$ cat src/rtl/muldiv_sequencer_pkg.sv
// Shared definitions for the multicycle MULT/DIV engine: FSM state encoding
// and the op select encoding that also drives the HI/LO source muxes.
package muldiv_sequencer_pkg;

  typedef enum logic [2:0] {
    S_IDLE,
    S_LOAD,
    S_RUN,
    S_FIXUP,
    S_DONE
  } state_e;

  localparam logic OP_DIV  = 1'b0;
  localparam logic OP_MULT = 1'b1;

endpackage

$ cat src/rtl/muldiv_sequencer_step.sv
// muldiv_step: one combinational iteration of the engine.
//   MULT: radix-2 Booth add/sub followed by arithmetic shift right of {acc, mplr, q-1}.
//   DIV : restoring step, shift {rem, dividend} left and trial-subtract the divisor.
module muldiv_step
  import muldiv_sequencer_pkg::*;
#(
  parameter int unsigned WIDTH = 32
) (
  input  logic             op,
  input  logic [WIDTH:0]   acc_i,
  input  logic [WIDTH-1:0] mplr_i,
  input  logic             qm1_i,
  input  logic [WIDTH:0]   mcand_i,
  output logic [WIDTH:0]   acc_o,
  output logic [WIDTH-1:0] mplr_o,
  output logic             qm1_o
);

  logic [WIDTH:0] sum;
  logic [WIDTH:0] shl;
  logic [WIDTH:0] diff;

  // Single Booth or restoring iteration, selected by op
  always_comb begin
    sum    = acc_i;
    shl    = {acc_i[WIDTH-1:0], mplr_i[WIDTH-1]};
    diff   = shl - mcand_i;
    acc_o  = acc_i;
    mplr_o = mplr_i;
    qm1_o  = qm1_i;
    if (op == OP_MULT) begin
      case ({mplr_i[0], qm1_i})
        2'b01:   sum = acc_i + mcand_i;
        2'b10:   sum = acc_i - mcand_i;
        default: sum = acc_i;
      endcase
      acc_o  = {sum[WIDTH], sum[WIDTH:1]};
      mplr_o = {sum[0], mplr_i[WIDTH-1:1]};
      qm1_o  = mplr_i[0];
    end else begin
      // Negative trial result means the divisor did not fit: keep the shifted remainder
      acc_o  = diff[WIDTH] ? shl : diff;
      mplr_o = {mplr_i[WIDTH-2:0], ~diff[WIDTH]};
      qm1_o  = 1'b0;
    end
  end

endmodule

$ cat src/rtl/muldiv_sequencer.sv
// muldiv_sequencer: multicycle signed MULT/DIV engine with its sequencing FSM,
// feeding HI/LO of the multicycle core. One iteration per clock, WIDTH iterations.
// Optional macro MULDIV_DIV0_TRAP_EN: adds div_zero port; DIV by zero skips to DONE
// without writing HI/LO.
module muldiv_sequencer
  import muldiv_sequencer_pkg::*;
#(
  parameter int unsigned WIDTH = 32
) (
  input  logic             Clock,
  input  logic             Reset,
  input  logic             start,
  input  logic             op,
  input  logic [WIDTH-1:0] a_in,
  input  logic [WIDTH-1:0] b_in,
  output logic             busy,
  output logic             done,
  output logic             hilo_write,
  output logic             hilo_src,
  output logic [WIDTH-1:0] hi_out,
  output logic [WIDTH-1:0] lo_out
`ifdef MULDIV_DIV0_TRAP_EN
  ,
  output logic             div_zero
`endif
);

  localparam int unsigned CW = (WIDTH > 1) ? $clog2(WIDTH) : 1;

  state_e           state_q, state_d;
  logic [CW-1:0]    cnt_q, cnt_d;
  logic [WIDTH:0]   acc_q, acc_d;
  logic [WIDTH-1:0] mplr_q, mplr_d;
  logic             qm1_q, qm1_d;
  logic [WIDTH:0]   mcand_q, mcand_d;
  logic             op_q, op_d;
  logic [WIDTH-1:0] a_q, a_d;
  logic [WIDTH-1:0] b_q, b_d;
  logic [WIDTH-1:0] hi_q, hi_d;
  logic [WIDTH-1:0] lo_q, lo_d;
  logic             src_q, src_d;
  logic             done_q, done_d;
  logic             hw_q, hw_d;
`ifdef MULDIV_DIV0_TRAP_EN
  logic             dz_q, dz_d;
`endif

  logic [WIDTH:0]   step_acc;
  logic [WIDTH-1:0] step_mplr;
  logic             step_qm1;
  logic [WIDTH-1:0] a_abs, b_abs, rem, rem_fix, quo_fix;
  logic             q_neg;

  muldiv_step #(.WIDTH(WIDTH)) u_step (
    .op      (op_q),
    .acc_i   (acc_q),
    .mplr_i  (mplr_q),
    .qm1_i   (qm1_q),
    .mcand_i (mcand_q),
    .acc_o   (step_acc),
    .mplr_o  (step_mplr),
    .qm1_o   (step_qm1)
  );

  // Next-state, datapath loading and result fixup
  always_comb begin
    state_d = state_q;
    cnt_d   = cnt_q;
    acc_d   = acc_q;
    mplr_d  = mplr_q;
    qm1_d   = qm1_q;
    mcand_d = mcand_q;
    op_d    = op_q;
    a_d     = a_q;
    b_d     = b_q;
    hi_d    = hi_q;
    lo_d    = lo_q;
    src_d   = src_q;
    done_d  = 1'b0;
    hw_d    = 1'b0;
`ifdef MULDIV_DIV0_TRAP_EN
    dz_d    = 1'b0;
`endif
    a_abs   = a_q[WIDTH-1] ? -a_q : a_q;
    b_abs   = b_q[WIDTH-1] ? -b_q : b_q;
    rem     = acc_q[WIDTH-1:0];
    rem_fix = a_q[WIDTH-1] ? -rem : rem;
    // Zero divisor leaves the all-ones quotient un-negated
    q_neg   = (a_q[WIDTH-1] ^ b_q[WIDTH-1]) && (b_q != '0);
    quo_fix = q_neg ? -mplr_q : mplr_q;

    case (state_q)
      S_IDLE: begin
        if (start) begin
          op_d    = op;
          a_d     = a_in;
          b_d     = b_in;
          state_d = S_LOAD;
        end
      end
      S_LOAD: begin
        acc_d   = '0;
        qm1_d   = 1'b0;
        cnt_d   = CW'(WIDTH - 1);
        state_d = S_RUN;
        if (op_q == OP_MULT) begin
          mplr_d  = b_q;
          mcand_d = {a_q[WIDTH-1], a_q};
        end else begin
          mplr_d  = a_abs;
          mcand_d = {1'b0, b_abs};
        end
`ifdef MULDIV_DIV0_TRAP_EN
        if (op_q == OP_DIV && b_q == '0) begin
          state_d = S_DONE;
          done_d  = 1'b1;
          dz_d    = 1'b1;
          src_d   = op_q;
        end
`endif
      end
      S_RUN: begin
        acc_d  = step_acc;
        mplr_d = step_mplr;
        qm1_d  = step_qm1;
        if (cnt_q == '0) begin
          state_d = S_FIXUP;
        end else begin
          cnt_d = cnt_q - 1'b1;
        end
      end
      S_FIXUP: begin
        if (op_q == OP_MULT) begin
          hi_d = acc_q[WIDTH-1:0];
          lo_d = mplr_q;
        end else begin
          hi_d = rem_fix;
          lo_d = quo_fix;
        end
        src_d   = op_q;
        done_d  = 1'b1;
        hw_d    = 1'b1;
        state_d = S_DONE;
      end
      S_DONE: begin
        state_d = S_IDLE;
      end
      default: begin
        state_d = S_IDLE;
      end
    endcase
  end

  // State and datapath registers, asynchronously cleared
  always_ff @(posedge Clock or posedge Reset) begin
    if (Reset) begin
      state_q <= S_IDLE;
      cnt_q   <= '0;
      acc_q   <= '0;
      mplr_q  <= '0;
      qm1_q   <= 1'b0;
      mcand_q <= '0;
      op_q    <= 1'b0;
      a_q     <= '0;
      b_q     <= '0;
      hi_q    <= '0;
      lo_q    <= '0;
      src_q   <= 1'b0;
      done_q  <= 1'b0;
      hw_q    <= 1'b0;
`ifdef MULDIV_DIV0_TRAP_EN
      dz_q    <= 1'b0;
`endif
    end else begin
      state_q <= state_d;
      cnt_q   <= cnt_d;
      acc_q   <= acc_d;
      mplr_q  <= mplr_d;
      qm1_q   <= qm1_d;
      mcand_q <= mcand_d;
      op_q    <= op_d;
      a_q     <= a_d;
      b_q     <= b_d;
      hi_q    <= hi_d;
      lo_q    <= lo_d;
      src_q   <= src_d;
      done_q  <= done_d;
      hw_q    <= hw_d;
`ifdef MULDIV_DIV0_TRAP_EN
      dz_q    <= dz_d;
`endif
    end
  end

  assign busy       = (state_q != S_IDLE);
  assign done       = done_q;
  assign hilo_write = hw_q;
  assign hilo_src   = src_q;
  assign hi_out     = hi_q;
  assign lo_out     = lo_q;
`ifdef MULDIV_DIV0_TRAP_EN
  assign div_zero   = dz_q;
`endif

endmodule
$ cat config.mk
export PLATFORM = sky130hd
export DESIGN_NAME = muldiv_sequencer
export DESIGN_NICKNAME = d
export VERILOG_FILES = /design/src/rtl/muldiv_sequencer_pkg.sv /design/src/rtl/muldiv_sequencer_step.sv /design/src/rtl/muldiv_sequencer.sv
export SDC_FILE = /design/constraint.sdc
export NUM_CORES = 1
export LEC_CHECK = 0
export BUFFER_PORTS_ARGS = -buffer_cell sky130_fd_sc_hd__buf_2
export CORE_ASPECT_RATIO = 0.7
export CORE_MARGIN = 1
export CORE_UTILIZATION = 62
export DETAILED_ROUTE_END_ITERATION = 8
export HOLD_SLACK_MARGIN = 0.05
export PLACE_DENSITY = 0.82
export SYNTH_ARGS = -nofsm -noshare
export SYNTH_HDL_FRONTEND = slang
export SYNTH_SLANG_ARGS = --single-unit
export TNS_END_PERCENT = 50
$ cat constraint.sdc
create_clock -name Clock -period 12.4 [get_ports Clock]
set_input_delay 3.72 -clock Clock [delete_from_list [all_inputs] [get_ports Clock]]
set_output_delay 3.72 -clock Clock [all_outputs]
set_load 0.01 [all_outputs]
==> reports/results.txt <==
RSZ-0062 raised after global routing: no
Avg Inst Size Synth: 8.61 um2
Clk buf depth: 3
Synth Register Bits: 238
CP required: 8.68 ns
Largest family of logic cells by synthesized area: compound AO/OA/AOI/OAI gates
Largest net degree at the start of global routing: 100
Cts hold-fix bufs: 0
Clock tree sinks: 238
Initial DRT Pass Iterations: 7
Gpl congestion: 0.977
Cells after synthesis: 1963
Number of hold violations in the final report: 0
Worst path max stage delay: 0.46 ns
Number of port buffers: 135
Die width: 199 um
Warnings from Yosys: 0
Final ANT Viol Nets: 0
R2r worst-path depth: 17
Layout area overhead: 10.0%
Fmax: 188 MHz
Clk root buf: clkbuf_16
Critical-path cell list: or3_1 -> buf_2
Initial Utilization: 63.1%
Post-cts resize count: 0
Post-synthesis sequential area ratio: 35.2%
Routed len/inst: 20.7 um
Buffer count from post-CTS setup fixing: 0
R2r endpoint: acc_q[29]
Worst setup endpoint: busy
Worst path depth: 2
Die Y-Extent: 140 um
HP Class: flip-flop to flip-flop
Ports: 136
# setup viols final: 0
Num rows: 50
Post-synth top flop: dfrtp_1
Crit Path Class: flip-flop to output port
Rel. slew slack: 18.7%
Worst Setup SP: state_q[1]
CTS buffer count: 25
Antenna violations before repair: 1
Worst Tran Pin Value: 1.22 ns
Vias in the first global route: 13861
Layout Skew: 0.0216 ns
Grt ovf: 0
Crit path launch type: flip-flop
Netlist cell types: 77
Commonest non-fill, non-tap cell in the layout: nand2_1
Simple-gate area share of the yosys netlist: 14.7%
Worst skew pair latency: 0.55 ns
Fin nets: 2168
Most frequent cells in the layout: 258 x nand2_1, 243 x o21ai_0, 237 x dfrtp_1
Post-synthesis mux area share: 6.86%
Ant. Diodes: 0
Tot GR Track Use: 35.9%
Largest fanout on the critical path: 8
Worst R2R Start: mcand_q[5]
First-pass GRT wire length: 78000 um
Post-synthesis cell area: 0.0169 mm2
XOR/XNOR share of the synthesized area: 10.9%
H-tree levels: 1
Outcome: complete, no violations
Via count: 15385
Data arrival, critical path: 1.61 ns
Final wirelength: 50000 um
Post-Route Setup TNS: 0 ns
Final worst-path cycle share: 43.0%
Clock-pin slew on the worst setup and hold paths: 0.07 ns
CTS tree: done
DIE AREA: 0.0279 mm2
Hold path startpoint: lo_out[2]
Crit-path leading delay family: flip-flops
Cells on Worst Hold Path: 2
Drt drc: 0
Synth Area in Adders: 5.57%
Tmin final: 5.33 ns
Core area: 0.0268 mm2
DR iter-0 viols: 1615
R2R Setup Slk: 7.15 ns
Post-synth EDFFs: 0
Crit path capture type: output port
Slowest CP cell: dfrtp_1
Fill cells: 2148
Vias per cell: 6.39
Layout cells sized above 1: 14.0%
Worst path bufs/invs: 1
Final max-slew violation count: 0
Hpwl dp: 37000 um
Max_cap viols: 0
Synth Area in Compound Gates: 21.7%
Synth async-reset ratio: 100%
Post-Syn Nets: 2105
[through the flow]
step	area [um2]	hold slack [ns]	cells	worst slack [ns]	utilization, %
floorplan	16900	0.469	1963	2.15	-
global placement	17700	0.456	2363	7.05	65.9
detailed placement	17700	0.465	2363	6.98	65.9
CTS	18600	0.480	2409	7.07	69.4
global route	18600	0.495	2409	6.83	69.4
finish	18600	0.474	2409	7.07	69.4
[cell type report]
class / count / area [um2] / share of cell area [%]
sequential: 238 / 5960 / 32.1
tap: 364 / 455 / 2.45
inverter: 77 / 297 / 1.59
clock inverter: 12 / 219 / 1.18
timing repair buffer: 151 / 796 / 4.28
clock buffer: 34 / 719 / 3.87
multi-input combinational: 1533 / 10100 / 54.6
[worst register-to-register path: cells and delay by family, from the launching register on]
family / cells / cell delay (ns)
AOI/OAI and AO/OA: 10 / 2.48
and+or+nand+nor: 4 / 1.47
adders and majority gates: 1 / 0.35
DFF: 1 / 0.41
xor gates and xnor gates: 2 / 0.40
[worst min-delay path by stage]
stage                 end  slack (ns)
3_3_place_gp   lo_out[29]        0.46
4_1_cts         lo_out[2]        0.48
6_report        lo_out[2]        0.47
5_1_grt        hi_out[27]        0.50
3_5_place_dp   lo_out[17]        0.46
2_1_floorplan    cnt_q[0]        0.47
[synth_stat cells, types with 5 or more instances]
master / n / area [um2]
nor2_1: 108 / 405
ha_1: 72 / 901
nor2b_1: 9 / 56.3
nor4_1: 15 / 93.8
nand2_1: 258 / 968
mux2i_1: 45 / 450
nor3b_1: 5 / 37.5
o21ai_0: 243 / 1220
clkbuf_1: 93 / 349
inv_1: 77 / 289
or4_1: 8 / 60.1
a21oi_1: 135 / 676
or3_1: 14 / 87.6
and3_1: 9 / 56.3
buf_6: 7 / 78.8
dfrtp_1: 238 / 5960
a41oi_1: 6 / 52.6
o31ai_1: 29 / 218
nand4_1: 11 / 68.8
nand3_1: 23 / 115
xnor2_1: 93 / 815
a22o_1: 7 / 61.3
o221ai_1: 25 / 219
a22oi_1: 11 / 82.6
a31oi_1: 23 / 144
nor3_1: 35 / 175
o41ai_1: 13 / 114
buf_2: 6 / 30.0
a221oi_1: 9 / 78.8
mux2_2: 63 / 709
o211ai_1: 20 / 150
a211oi_1: 9 / 67.6
nand2b_1: 18 / 113
a21o_1: 20 / 150
a32o_1: 6 / 60.1
xor2_1: 118 / 1030
o21bai_1: 8 / 60.1
[flip-flops by register name, summed over array words and instances (netlist names)]
register    count
mcand_q        33
mplr_q         32
state_q         3
cnt_q           5
b_q            32
hi_out         32
a_q            32
qm1_q           1
hilo_src        1
acc_q          33
lo_out         32
op_q            1
hilo_write      1
[routing by layer]
layer  up-vias  global-route usage, %  share of wire [%]
met2       823                   47.3                 39
met1      7295                   56.8                 46
met3        88                   10.1                 12
met5         -                      0              0.026
li1       7177                      -                  -
met4         2                   7.94                1.9
[cells by family (layout without fill, tap and decap cells)]
family / after synthesis / after routing
compound gates: 600 / 600
simple gates: 540 / 540
flops: 238 / 238
xor+xnor: 211 / 211
buf+inv: 192 / 274
mux: 108 / 108
fa+ha+maj: 74 / 74
Power is not shown: default switching activity piles up to over one toggle a cycle in this logic, so the estimate is an artifact.
